==> src/rtl/power_rail_sequencer_if.sv <==
// Handshake bundle between a supply-domain controller and power_rail_sequencer:
// the request/power-good inputs and the regulator-enable/status outputs.
interface power_rail_sequencer_if #(
    parameter int NUM_RAILS = 4
);
    logic                 enable;
    logic [NUM_RAILS-1:0] pg;
    logic [NUM_RAILS-1:0] en;
    logic                 power_good;
    logic                 fault;
    logic [3:0]           fault_rail;
    logic [2:0]           state;

    modport master (
        output enable, pg,
        input  en, power_good, fault, fault_rail, state
    );

    modport slave (
        input  enable, pg,
        output en, power_good, fault, fault_rail, state
    );
endinterface

==> src/rtl/power_rail_sequencer.sv <==
// N-rail power sequencer: enables regulators in index order gated on power-good
// plus settle time, monitors them while up, and disables them in reverse order.
module power_rail_sequencer #(
    parameter int NUM_RAILS      = 4,
    parameter int CNT_W          = 16,
    parameter int TIMEOUT_CYCLES = 16384,
    parameter int SETTLE_CYCLES  = 256,
    parameter int OFF_CYCLES     = 256
) (
    input  logic                   sysclk,
    input  logic                   reset,
    power_rail_sequencer_if.slave  bus
);

    typedef enum logic [2:0] {
        IDLE     = 3'd0,
        RAMP     = 3'd1,
        SETTLE   = 3'd2,
        RUN      = 3'd3,
        SHUTDOWN = 3'd4,
        FAULT    = 3'd5
    } state_t;

    localparam logic [CNT_W-1:0] TIMEOUT_LAST = CNT_W'(TIMEOUT_CYCLES - 1);
    localparam logic [CNT_W-1:0] SETTLE_LAST  = CNT_W'(SETTLE_CYCLES - 1);
    localparam logic [CNT_W-1:0] OFF_LAST     = CNT_W'(OFF_CYCLES - 1);
    localparam logic [3:0]       LAST_RAIL    = 4'(NUM_RAILS - 1);
    localparam logic [NUM_RAILS-1:0] RAIL0    = {{(NUM_RAILS-1){1'b0}}, 1'b1};

    function automatic logic bit_at(input logic [NUM_RAILS-1:0] vec, input logic [3:0] sel);
        logic r;
        r = 1'b0;
        for (int j = 0; j < NUM_RAILS; j++) begin
            r = r | (vec[j] & (4'(j) == sel));
        end
        return r;
    endfunction

    function automatic logic [NUM_RAILS-1:0] rail_bit(input logic [3:0] sel);
        logic [NUM_RAILS-1:0] m;
        for (int j = 0; j < NUM_RAILS; j++) begin
            m[j] = (4'(j) == sel);
        end
        return m;
    endfunction

    // Returns {hit, index} of the lowest rail below limit whose power-good is low.
    function automatic logic [4:0] lowest_low(input logic [NUM_RAILS-1:0] vec, input logic [4:0] limit);
        logic       hit;
        logic [3:0] pos;
        logic       c;
        hit = 1'b0;
        pos = 4'd0;
        for (int j = NUM_RAILS - 1; j >= 0; j--) begin
            c   = (5'(j) < limit) & ~vec[j];
            hit = hit | c;
            pos = c ? 4'(j) : pos;
        end
        return {hit, pos};
    endfunction

    function automatic logic [3:0] highest_set(input logic [NUM_RAILS-1:0] vec);
        logic [3:0] pos;
        pos = 4'd0;
        for (int j = 0; j < NUM_RAILS; j++) begin
            pos = vec[j] ? 4'(j) : pos;
        end
        return pos;
    endfunction

    state_t               state_q, state_d;
    logic [3:0]           idx_q, idx_d;
    logic [CNT_W-1:0]     cnt_q, cnt_d;
    logic [NUM_RAILS-1:0] en_q, en_d;
    logic [NUM_RAILS-1:0] pg_meta_q, pg_meta_d;
    logic [NUM_RAILS-1:0] pg_s_q, pg_s_d;
    logic                 power_good_q, power_good_d;
    logic                 fault_q, fault_d;
    logic [3:0]           fault_rail_q, fault_rail_d;

    logic [4:0] loss_ramp_s, loss_settle_s, loss_run_s;
    logic       cur_pg_s;
    logic [3:0] down_idx_s;
    logic       go_fault_s, go_down_s;
    logic [3:0] fault_idx_s;

    // While ramping only rails below idx are expected up; once settling, idx is too.
    assign loss_ramp_s   = lowest_low(pg_s_q, {1'b0, idx_q});
    assign loss_settle_s = lowest_low(pg_s_q, {1'b0, idx_q} + 5'd1);
    assign loss_run_s    = lowest_low(pg_s_q, 5'(NUM_RAILS));
    assign cur_pg_s      = bit_at(pg_s_q, idx_q);
    assign down_idx_s    = highest_set(en_q);

    // Next-state and next-output logic for the sequencer.
    always_comb begin
        state_d      = state_q;
        idx_d        = idx_q;
        cnt_d        = cnt_q;
        en_d         = en_q;
        power_good_d = power_good_q;
        fault_d      = fault_q;
        fault_rail_d = fault_rail_q;
        pg_meta_d    = bus.pg;
        pg_s_d       = pg_meta_q;
        go_fault_s   = 1'b0;
        go_down_s    = 1'b0;
        fault_idx_s  = 4'd0;

        case (state_q)
            IDLE: begin
                en_d = '0;
                if (bus.enable) begin
                    state_d = RAMP;
                    idx_d   = 4'd0;
                    cnt_d   = '0;
                    en_d    = RAIL0;
                end else begin
                    state_d = IDLE;
                end
            end
            RAMP: begin
                if (loss_ramp_s[4]) begin
                    go_fault_s  = 1'b1;
                    fault_idx_s = loss_ramp_s[3:0];
                end else if (!bus.enable) begin
                    go_down_s = 1'b1;
                end else if (cur_pg_s) begin
                    state_d = SETTLE;
                    cnt_d   = '0;
                end else if (cnt_q == TIMEOUT_LAST) begin
                    go_fault_s  = 1'b1;
                    fault_idx_s = idx_q;
                end else begin
                    cnt_d = cnt_q + CNT_W'(1);
                end
            end
            SETTLE: begin
                if (loss_settle_s[4]) begin
                    go_fault_s  = 1'b1;
                    fault_idx_s = loss_settle_s[3:0];
                end else if (!bus.enable) begin
                    go_down_s = 1'b1;
                end else if (cnt_q == SETTLE_LAST) begin
                    cnt_d = '0;
                    if (idx_q == LAST_RAIL) begin
                        state_d      = RUN;
                        power_good_d = 1'b1;
                    end else begin
                        state_d = RAMP;
                        idx_d   = idx_q + 4'd1;
                        en_d    = en_q | rail_bit(idx_q + 4'd1);
                    end
                end else begin
                    cnt_d = cnt_q + CNT_W'(1);
                end
            end
            RUN: begin
                if (loss_run_s[4]) begin
                    go_fault_s  = 1'b1;
                    fault_idx_s = loss_run_s[3:0];
                end else if (!bus.enable) begin
                    go_down_s = 1'b1;
                end else begin
                    state_d = RUN;
                end
            end
            SHUTDOWN: begin
                power_good_d = 1'b0;
                if (cnt_q == OFF_LAST) begin
                    cnt_d = '0;
                    if (idx_q == 4'd0) begin
                        state_d = fault_q ? FAULT : IDLE;
                    end else begin
                        idx_d = idx_q - 4'd1;
                        en_d  = en_q & ~rail_bit(idx_q - 4'd1);
                    end
                end else begin
                    cnt_d = cnt_q + CNT_W'(1);
                end
            end
            FAULT: begin
                en_d    = '0;
                fault_d = 1'b1;
                if (!bus.enable) begin
                    state_d = IDLE;
                    fault_d = 1'b0;
                end else begin
                    state_d = FAULT;
                end
            end
            default: begin
                state_d      = IDLE;
                idx_d        = 4'd0;
                cnt_d        = '0;
                en_d         = '0;
                power_good_d = 1'b0;
            end
        endcase

        if (go_fault_s) begin
            fault_d      = 1'b1;
            fault_rail_d = fault_idx_s;
        end else begin
            fault_d = fault_d;
        end

        // Both fault and request-off start the reverse walk from the highest enabled rail.
        if (go_fault_s || go_down_s) begin
            state_d      = SHUTDOWN;
            power_good_d = 1'b0;
            idx_d        = down_idx_s;
            en_d         = en_q & ~rail_bit(down_idx_s);
            cnt_d        = '0;
        end else begin
            state_d = state_d;
        end
    end

    // Sequencer state, synchronisers and registered outputs; reset is a hard cut.
    always_ff @(posedge sysclk or posedge reset) begin
        if (reset) begin
            state_q      <= IDLE;
            idx_q        <= 4'd0;
            cnt_q        <= '0;
            en_q         <= '0;
            pg_meta_q    <= '0;
            pg_s_q       <= '0;
            power_good_q <= 1'b0;
            fault_q      <= 1'b0;
            fault_rail_q <= 4'd0;
        end else begin
            state_q      <= state_d;
            idx_q        <= idx_d;
            cnt_q        <= cnt_d;
            en_q         <= en_d;
            pg_meta_q    <= pg_meta_d;
            pg_s_q       <= pg_s_d;
            power_good_q <= power_good_d;
            fault_q      <= fault_d;
            fault_rail_q <= fault_rail_d;
        end
    end

    assign bus.en         = en_q;
    assign bus.power_good = power_good_q;
    assign bus.fault      = fault_q;
    assign bus.fault_rail = fault_rail_q;
    assign bus.state      = state_q;

endmodule
==> src/flat_wrapper.sv <==
// flat-port wrapper written by rule: the top's interface ports become plain ports
module power_rail_sequencer_flat 
#(
    parameter int NUM_RAILS      = 4,
    parameter int CNT_W          = 16,
    parameter int TIMEOUT_CYCLES = 16384,
    parameter int SETTLE_CYCLES  = 256,
    parameter int OFF_CYCLES     = 256
)
  (sysclk, reset, bus_enable, bus_pg, bus_en, bus_power_good, bus_fault, bus_fault_rail, bus_state);
  power_rail_sequencer_if #(.NUM_RAILS(NUM_RAILS)) bus_i ();
  input  logic sysclk;
  input  logic reset;
  input wire logic [$bits(bus_i.enable)-1:0] bus_enable;
  input wire logic [$bits(bus_i.pg)-1:0] bus_pg;
  output wire logic [$bits(bus_i.en)-1:0] bus_en;
  output wire logic [$bits(bus_i.power_good)-1:0] bus_power_good;
  output wire logic [$bits(bus_i.fault)-1:0] bus_fault;
  output wire logic [$bits(bus_i.fault_rail)-1:0] bus_fault_rail;
  output wire logic [$bits(bus_i.state)-1:0] bus_state;
  assign bus_i.enable = bus_enable;
  assign bus_i.pg = bus_pg;
  assign bus_en = bus_i.en;
  assign bus_power_good = bus_i.power_good;
  assign bus_fault = bus_i.fault;
  assign bus_fault_rail = bus_i.fault_rail;
  assign bus_state = bus_i.state;
  power_rail_sequencer #(.NUM_RAILS(NUM_RAILS), .CNT_W(CNT_W), .TIMEOUT_CYCLES(TIMEOUT_CYCLES), .SETTLE_CYCLES(SETTLE_CYCLES), .OFF_CYCLES(OFF_CYCLES)) u_core (.sysclk(sysclk), .reset(reset), .bus(bus_i));
endmodule
==> config.mk <==
export PLATFORM = sky130hd
export DESIGN_NAME = power_rail_sequencer_flat
export DESIGN_NICKNAME = d
export VERILOG_FILES = /design/src/rtl/power_rail_sequencer_if.sv /design/src/rtl/power_rail_sequencer.sv /design/src/flat_wrapper.sv
export SDC_FILE = /design/constraint.sdc
export NUM_CORES = 1
export LEC_CHECK = 0
export ABC_CLOCK_PERIOD_IN_PS = 3800
export BUFFER_PORTS_ARGS = -buffer_cell sky130_fd_sc_hd__buf_2
export CAP_MARGIN = 10
export CELL_PAD_IN_SITES_DETAIL_PLACEMENT = 1
export CELL_PAD_IN_SITES_GLOBAL_PLACEMENT = 1
export CORE_MARGIN = 2
export CORE_UTILIZATION = 40
export CTS_CLUSTER_SIZE = 12
export DETAILED_ROUTE_END_ITERATION = 16
export PLACE_DENSITY_LB_ADDON = 0.1
export SLEW_MARGIN = 20
export SYNTH_ARGS = -nofsm -noshare
export SYNTH_HDL_FRONTEND = slang
export SYNTH_SLANG_ARGS = --single-unit
export TNS_END_PERCENT = 1
==> constraint.sdc <==
create_clock -name sysclk -period 3.8 [get_ports sysclk]
set_clock_uncertainty 0.15 [all_clocks]
set_input_delay 0.19 -clock sysclk [delete_from_list [all_inputs] [get_ports sysclk]]
set_output_delay 0.19 -clock sysclk [all_outputs]
set_load 0.01 [all_outputs]
==> After elaboration in Yosys (flattened, before gate mapping) <==
Index checks and enable logic that the tools add are counted.
{ "op_classes": {"add_sub_neg": 4, "mul": 0, "n_div": 0, "order_cmp": 8, "n_eq_ne": 39, "n_shift": 0, "mux": 87, "n_bitwise": 33, "n_reduce_logical": 16} }
{ "ops": {"columns": ["cell", "count"], "rows": [
  ["$mux W16", 9],
  ["$mux W4", 32],
  ["$pmux W16 S5", 1],
  ["$mux W3", 13],
  ["$eq A2 B4 Y1 const A", 8],
  ["$pmux W4 S4", 2],
  ["$mux W1", 21],
  ["$pmux W3 S6", 1],
  ["$add A16 B1 Y16 const B", 1],
  ["$eq A1 B4 Y1 const A", 4],
  ["$eq A16 B14 Y1 const B", 1],
  ["$eq A16 B8 Y1 const B", 1],
  ["$logic_not A4 Y1", 4],
  ["$ne A3 B1 Y1 const B", 5],
  ["$ne A3 B3 Y1 const B", 5],
  ["$reduce_and A7 Y1", 2],
  ["$and A1 B1 Y1", 12],
  ["$ne A3 B2 Y1 const B", 4],
  ["$or A1 B1 Y1", 12],
  ["$pmux W4 S3", 1],
  ["$lt A1 B5 Y1 const A", 2],
  ["$lt A2 B5 Y1 const A", 2],
  ["$reduce_and A10 Y1", 1],
  ["$and A4 B4 Y4", 2],
  ["other kinds (25)", 41]
]} }
{ "word_totals": {"reg_bits": 41, "latchBits": 0, "ramBits": 0, "romBits": 0, "input_bits": 7, "out_inout_bits": 13, "word_cells": 196, "mem_count": 0} }

==> Depth between registers and ports, before layout <==
Gate-level depths: netlist of run 1.
{ "depth": {"ltp_word": 12, "ltp_mapped": 11, "mapped_depth_nobuf": 9} }

==> Worst setup path before layout of run 1 <==
OpenSTA, ideal clock, no wires.
{ "synth_path": {"kind": "flip-flop to flip-flop", "start": "register u_core.idx_q[0]", "end": "register u_core.idx_q[0]", "setup_time_ns": 0.128, "t_arrival_ns": 2.807, "required_time_ns": 3.522, "slack_ns": 0.715, "path_stages_with_launch": 11, "n_path_buf": 1, "period_less_slack_ns": 3.085, "path_cell_list": "dfrtp_1 -> buf_2 -> inv_1 -> ha_1 -> or3b_1 -> a21o_1 -> a211o_1 -> o21ai_4 -> nor3_4 -> a211o_1 -> mux2_1"} }
{ "synth_between": {"elab_chain_len": 12, "word_cells_on_any_way": 63, "cone_classes": "add/sub: 3; order compare: 8; eq/ne: 12; mux: 16; bitwise: 21; reduce/logical: 3"} }
{ "synth_lines": {"columns": ["item", "line_no", "text"], "rows": [
  ["start: declaration", "power_rail_sequencer.sv:72", "logic [3:0] idx_q, idx_d;"],
  ["start signal: assignment", "power_rail_sequencer.sv:233", "idx_q <= idx_d;"],
  ["parallel branches: the longest is 12 deep, another holds $add A4 B1 Y5", null, null]
]} }
Several ways; the timed one is not identified. The select of a mux whose other input is x is not followed.
A chain may end at the register's enable or synchronous reset.

==> Worst setup path in the final report of run 1 <==
{ "layout_path": {"start": "register u_core.idx_q[1]", "end": "register u_core.en_q[0] (netlist: u_core.bus.en[0])"} }
{ "layout_between": {"elab_chain_len": 12, "word_cells_on_any_way": 67, "cone_classes": "add/sub: 3; order compare: 8; eq/ne: 11; mux: 16; bitwise: 24; reduce/logical: 5"} }
{ "layout_lines": {"columns": ["item", "line_no", "text"], "rows": [
  ["parallel branches: the longest is 12 deep, another holds $add A4 B1 Y5", null, null],
  ["end signal: assignment", "power_rail_sequencer.sv:235", "en_q <= en_d;"],
  ["end: declaration", "power_rail_sequencer.sv:74", "logic [NUM_RAILS-1:0] en_q, en_d;"]
]} }
Several ways; the timed one is not identified. The select of a mux whose other input is x is not followed.

==> impl_metrics.tcl, run 1 <==
set metrics [dict create \
    status "complete, no violations" \
    end_kind "flop" \
    grt_pass1_wl_um 13000 \
    clock-sinks 41 \
    dp_hpwl_um 5630 \
    vias 2446 \
    netlist.top_cell.by_area "dfrtp_1" \
    die_area_um2 7620 \
    first_pass_iters 4 \
    synth_area_leaders "dfrtp_1 (37%), a21oi_1 (4.9%), nand2_1 (4.6%)" \
    setup_viol 0 \
    drt-total-wl_um 7850 \
    vdd_drop_max_uv 141 \
    drv_cap 0 \
    fin_crit_ns 3.33 \
    gp_congestion 0.805 \
    final_nets 353 \
    cts_root_buffer "clkbuf_8" \
    hold_class "in -> reg" \
    synth_flop_cell "dfrtp_1" \
    synth_edf_count 0 \
    final.period_utilization_pct 87.6 \
    drive_gt1_share_pct 13.8 \
    numCtsBuffers 5 \
    pre_cts_slack_ns 0.514 \
    synth-compound-area-share_pct 23.6 \
    core-area_um2 6760 \
    fin_ws_ns 0.471 \
    worst_slew_pin_slew_ns 0.663 \
    synthTopCellsByCount "dfrtp_1 (41), nand2_1 (34), nor2_1 (30), a21oi_1 (27), o21ai_0 (15)" \
    r2r-start "u_core.idx_q[1]" \
    totalNegativeSetupSlack_ns 0 \
    viasPerCell 5.82 \
    rsz0062_at_grt "false" \
    route.antenna.remaining_nets 0 \
    slew_viol_final 0 \
    synth_cells 316 \
    synth.cell_area_um2 2780 \
    diodes 0 \
    syn2layout_area_growth_pct 11.6 \
    drtIter0Drc 135 \
    synth-xor-area-share_pct 3.47 \
    hold_viol 0 \
    pwr_density_cell_nw_per_um2 286 \
    hold_depth 3 \
    drcViolationCount 0 \
    num_rows 30 \
    max_clock_freq_mhz 300 \
    start_kind "flop" \
    arrival_ns 3.37 \
    synth_nets 330 \
    yosysWarningCount 0 \
    port_buffers 19 \
    die_w_um 87.3 \
    cts_tree "built" \
    synth-simple-area-share_pct 23.7 \
    relSlewSlack_pct 55.5 \
    p_leak_nw 1.42 \
    io_pins 20 \
    postCtsSetupBuffers 0 \
    path_class "reg -> reg" \
    synth_top_area_share_pct 37.0 \
    h-tree-depth 2 \
    crit_required_ns 3.84 \
    grt-ovfl-total 0 \
    synthAdderAreaFrac_pct 3.16 \
    r2r_slack_ns 0.47 \
    synth_most_common_cell "dfrtp_1" \
    synthArstFlopShare_pct 100 \
    seq_area_frac_synth_pct 37.0 \
    syn_avg_cell_area_um2 8.78 \
    synth_cell_types 66 \
    cts.path.max_buffers 2 \
    post_drt_wl_per_cell_um 18.7 \
    synth_top_family_by_area "simple AND/OR/NAND/NOR gates" \
    chipHeight_um 87.3 \
    rr_worst_depth 9 \
    grt_max_degree 42 \
    grt_pass1_vias 2473 \
    antenna_found_initial 0 \
    synth-seq-cells 41 \
    crit_start "u_core.idx_q[1]" \
    start_util_pct 41.1 \
    clk_pin_slew_ns 0.10 \
    track_usage_pct 21.8 \
    final.fill_count 820 \
    reg2reg_to "u_core.bus.en[0]" \
    endpoint "u_core.bus.en[0]" \
    cp_max_fo 13 \
    clock_latency_ns 0.30 \
    synth_mux_area_share_pct 3.74 \
]
worst max-delay path, stage by stage (launching register included):
cell and delay (ns):
dfrtp_1 0.58, inv_1 0.16, ha_1 0.37, or3b_1 0.40
a211oi_1 0.24, nor4_1 0.09, a21o_4 0.23, or3_1 0.52
o221a_1 0.27, a211o_1 0.22
through the flow:
step | area, µm² | instances | hold slack [ns] | utilization (%) | total power, W
3_3_place_gp | 2930 | 407 | 0.148 | 43.4 | 0.000513
4_1_cts | 3100 | 420 | 0.143 | 45.9 | 0.000896
3_5_place_dp | 2930 | 407 | 0.150 | 43.4 | 0.000513
6_report | 3100 | 420 | 0.151 | 45.9 | 0.000885
2_1_floorplan | 2780 | 316 | 0.0714 | - | 0.000494
5_1_grt | 3100 | 420 | 0.202 | 45.9 | 0.000917
flip-flops by register name (all words and copies together) (netlist names):
register	flops
u_core.bus.en	4
u_core.bus.fault	1
u_core.bus.fault_rail	4
u_core.bus.power_good	1
u_core.bus.state	3
u_core.cnt_q	16
u_core.idx_q	4
u_core.pg_meta_q	4
u_core.pg_s_q	4
logic make-up (layout without fill, tap and decap cells):
| logic type | Yosys count | in the layout |
|---|---|---|
| simple gates | 125 | 125 |
| flops | 41 | 41 |
| xor+xnor | 11 | 11 |
| mux | 10 | 10 |
| fa+ha+maj | 7 | 7 |
| compound gates | 93 | 93 |
| buf+inv | 29 | 53 |
layer usage:
| metal | routed length (µm) | global-route usage, % |
|---|---|---|
| met5 | 0 | 0 |
| met4 | 38 | 4.48 |
| met3 | 271 | 3.32 |
| met2 | 3830 | 36.8 |
| met1 | 3710 | 29.8 |
cells in the final DEF, fill, tap and decap left out, types with 3 or more instances in the layout:
master / count
o211ai_1: 3
nor4_1: 3
a32oi_1: 3
ha_1: 7
dlygate4sd3_1: 5
a22oi_1: 3
o21ai_0: 15
or3_1: 6
a211oi_1: 4
nor3_1: 6
and2_1: 3
clkbuf_8: 5
and3_1: 7
buf_4: 8
nand2b_1: 3
mux2_1: 3
a21oi_1: 27
xor2_1: 9
a211o_1: 4
dfrtp_1: 41
nand4_1: 4
o22a_1: 3
o21ai_1: 3
a22o_1: 4
nand2_1: 34
inv_1: 11
buf_2: 19
mux2i_1: 7
nor2_1: 30
nand3_1: 11
how the worst min path moves through the flow:
| stage | slack (ns) | endpoint | startpoint |
|---|---|---|---|
| 2_1_floorplan | 0.07 | u_core.pg_meta_q[0] | bus_pg[0] |
| 3_3_place_gp | 0.15 | u_core.pg_meta_q[2] | bus_pg[2] |
| 3_5_place_dp | 0.15 | u_core.pg_meta_q[0] | bus_pg[0] |
| 4_1_cts | 0.14 | u_core.bus.fault | bus_enable |
| 5_1_grt | 0.20 | u_core.bus.fault | bus_enable |
| 6_report | 0.15 | u_core.bus.fault | bus_enable |
power by group:
| part | internal (W) | switching (W) |
|---|---|---|
| clock network | 0.000197 | 0.000179 |
| registers | 0.000441 | 0.00000860 |
| logic | 0.0000215 | 0.0000377 |
| total | 0.000660 | 0.000225 |
what timing repair did:
action / 4_1_cts / 5_1_grt
hold buffers: 5 / 0
setup endpoints to repair: 0 / 0
hold endpoints to repair: 45 / 0
gates resized for setup: 0 / 0
area by class of cell:
class	count	area (µm²)	area share (%)
sequential	41	1030	33.1
clock inverter	3	46.3	1.49
timing repair buffer	32	205	6.62
inverter	13	51.3	1.66
multi-input combinational	246	1600	51.7
tap	80	100	3.23
clock buffer	5	68.8	2.22
No activity file was read; power rests on OpenSTA's default activity.
==> run 2: changes to the inputs <==
- CTS_BUF_LIST: default -> sky130_fd_sc_hd__clkbuf_8
- RECOVER_POWER: default -> 25
==> impl_metrics.tcl, run 2 (same netlist as run 1, synthesis figures left out) <==
set metrics [dict create \
    track_usage_pct 21.8 \
    grt_pass1_wl_um 13000 \
    viasPerCell 5.80 \
    drive_gt1_share_pct 12.4 \
    totalNegativeSetupSlack_ns 0 \
    port_buffers 19 \
    top_register "u_core.cnt_q" \
    io_pins 20 \
    vias 2436 \
    cts_root_buffer "clkbuf_8" \
    max_clock_freq_mhz 300 \
    crit_start "u_core.idx_q[1]" \
    syn2layout_area_growth_pct 11.3 \
    numCtsBuffers 5 \
    dp_hpwl_um 5630 \
    end_kind "flop" \
    drtIter0Drc 136 \
    status "finished with violations" \
    grt_pass1_vias 2473 \
    hold_class "in -> reg" \
    start_util_pct 41.1 \
    rsz0062_at_grt "false" \
    cp_num_buf_inv 1 \
    cts_tree "built" \
    violations "capacitance limit, slew limit" \
    relSlewSlack_pct -54.5 \
    slew_viol_final 42 \
    worst_slew_pin_slew_ns 2.32 \
    core-area_um2 6760 \
    num_rows 30 \
    largest_reg_flops 16 \
    hold_viol 0 \
    arrival_ns 3.37 \
    critPathTopFamily "simple AND/OR/NAND/NOR gates" \
    p_leak_nw 1.40 \
    clock-sinks 41 \
    slowest_stage "dfrtp_1" \
    post_cts_resized 0 \
    drt-total-wl_um 7850 \
    setup_viol 0 \
    final_nets 353 \
    pwr_density_cell_nw_per_um2 286 \
    die_area_um2 7620 \
    min-delay-start "bus_enable" \
    antenna_found_initial 0 \
    drv_cap 1 \
    cp_max_fo 13 \
    vdd_drop_max_uv 141 \
    holdWs_ns 0.152 \
    cpPeakStageDelay_ns 0.58 \
    r2r-start "u_core.idx_q[1]" \
    diodes 0 \
    clk_pin_slew_ns 0.10 \
    fin_crit_ns 3.33 \
    postCtsSetupBuffers 0 \
    grt-ovfl-total 0 \
    chipHeight_um 87.3 \
    layout_commonest_cell "dfrtp_1" \
    path_cells "inv_1, ha_1, or3b_1, a211oi_1, nor4_1, a21o_4, or3_1, o221a_1, a211o_1" \
    clock_latency_ns 0.30 \
    most-common-layout-cells "dfrtp_1 (41), nand2_1 (34), nor2_1 (30)" \
    first_pass_iters 4 \
    cts.path.max_buffers 2 \
    drcViolationCount 0 \
    crit_required_ns 3.84 \
    die_w_um 87.3 \
    grt_max_degree 42 \
    start_kind "flop" \
    final.period_utilization_pct 87.6 \
    gp_congestion 0.805 \
    h-tree-depth 2 \
    path_class "reg -> reg" \
    post_drt_wl_per_cell_um 18.7 \
    route.antenna.remaining_nets 0 \
]
## run 2: changes by cell type in the layout (fill, tap and decap cells not counted)
| cell | change |
|---|---|
| buf_4 | -1 |
| buf_2 | -4 |
| clkbuf_1 | +5 |
## run 2: per-layer routing
layer	wire, µm	up-vias	GRT usage, %
li1	-	1194	-
met1	3720	1201	29.8
met2	3820	39	36.8
met3	260	2	3.32
met4	38	0	4.48
met5	0	-	0
## run 2: worst min-delay path, stage by stage
cell and delay, ns:
buf_2 0.21, mux2i_1 0.10, nand2_1 0.06
## run 2: repair_timing
action	in CTS	in global routing
hold endpoints to repair	45	0
endpoints found under the setup margin	0	0
hold buffers	5	0
## run 2: cell type report
class / instances / area [µm²]
repair buffers: 32 / 196
fillers: 821 / 3670
clock inverters: 3 / 46.3
multi-input cells: 246 / 1600
well taps: 80 / 100
clock buffers: 5 / 68.8
inverters: 13 / 51.3
flip-flops and latches: 41 / 1030
## run 2: final timing paths
path                                                 end  slack, ns  depth (start not counted)
worst min register to register          u_core.pg_s_q[0]       0.20                          0
max in group asynchronous                u_core.cnt_q[1]       1.04                          4
worst max register to register          u_core.bus.en[0]       0.47                          9
min in group asynchronous       u_core.bus.fault_rail[1]       1.14                          4
worst min-delay path                    u_core.bus.fault       0.15                          3
worst max-delay path                    u_core.bus.en[0]       0.47                          9
## run 2: through the flow
stage	power [W]	area (µm²)	utilization, %	setup slack [ns]	std cells
after floorplan	0.000494	2780	-	0.715	316
final	0.000885	3090	45.7	0.471	420
after CTS	0.000896	3100	45.9	0.479	420
after detailed placement	0.000513	2930	43.4	0.514	407
after global routing	0.000917	3090	45.7	0.276	420
after global placement	0.000513	2930	43.4	0.595	407
## run 2: where the power goes
group,internal [W],total (W),switching (W)
Combinational,0.0000210,0.0000587,0.0000377
Sequential,0.000441,0.000450,0.00000859
Clock,0.000197,0.000376,0.000179
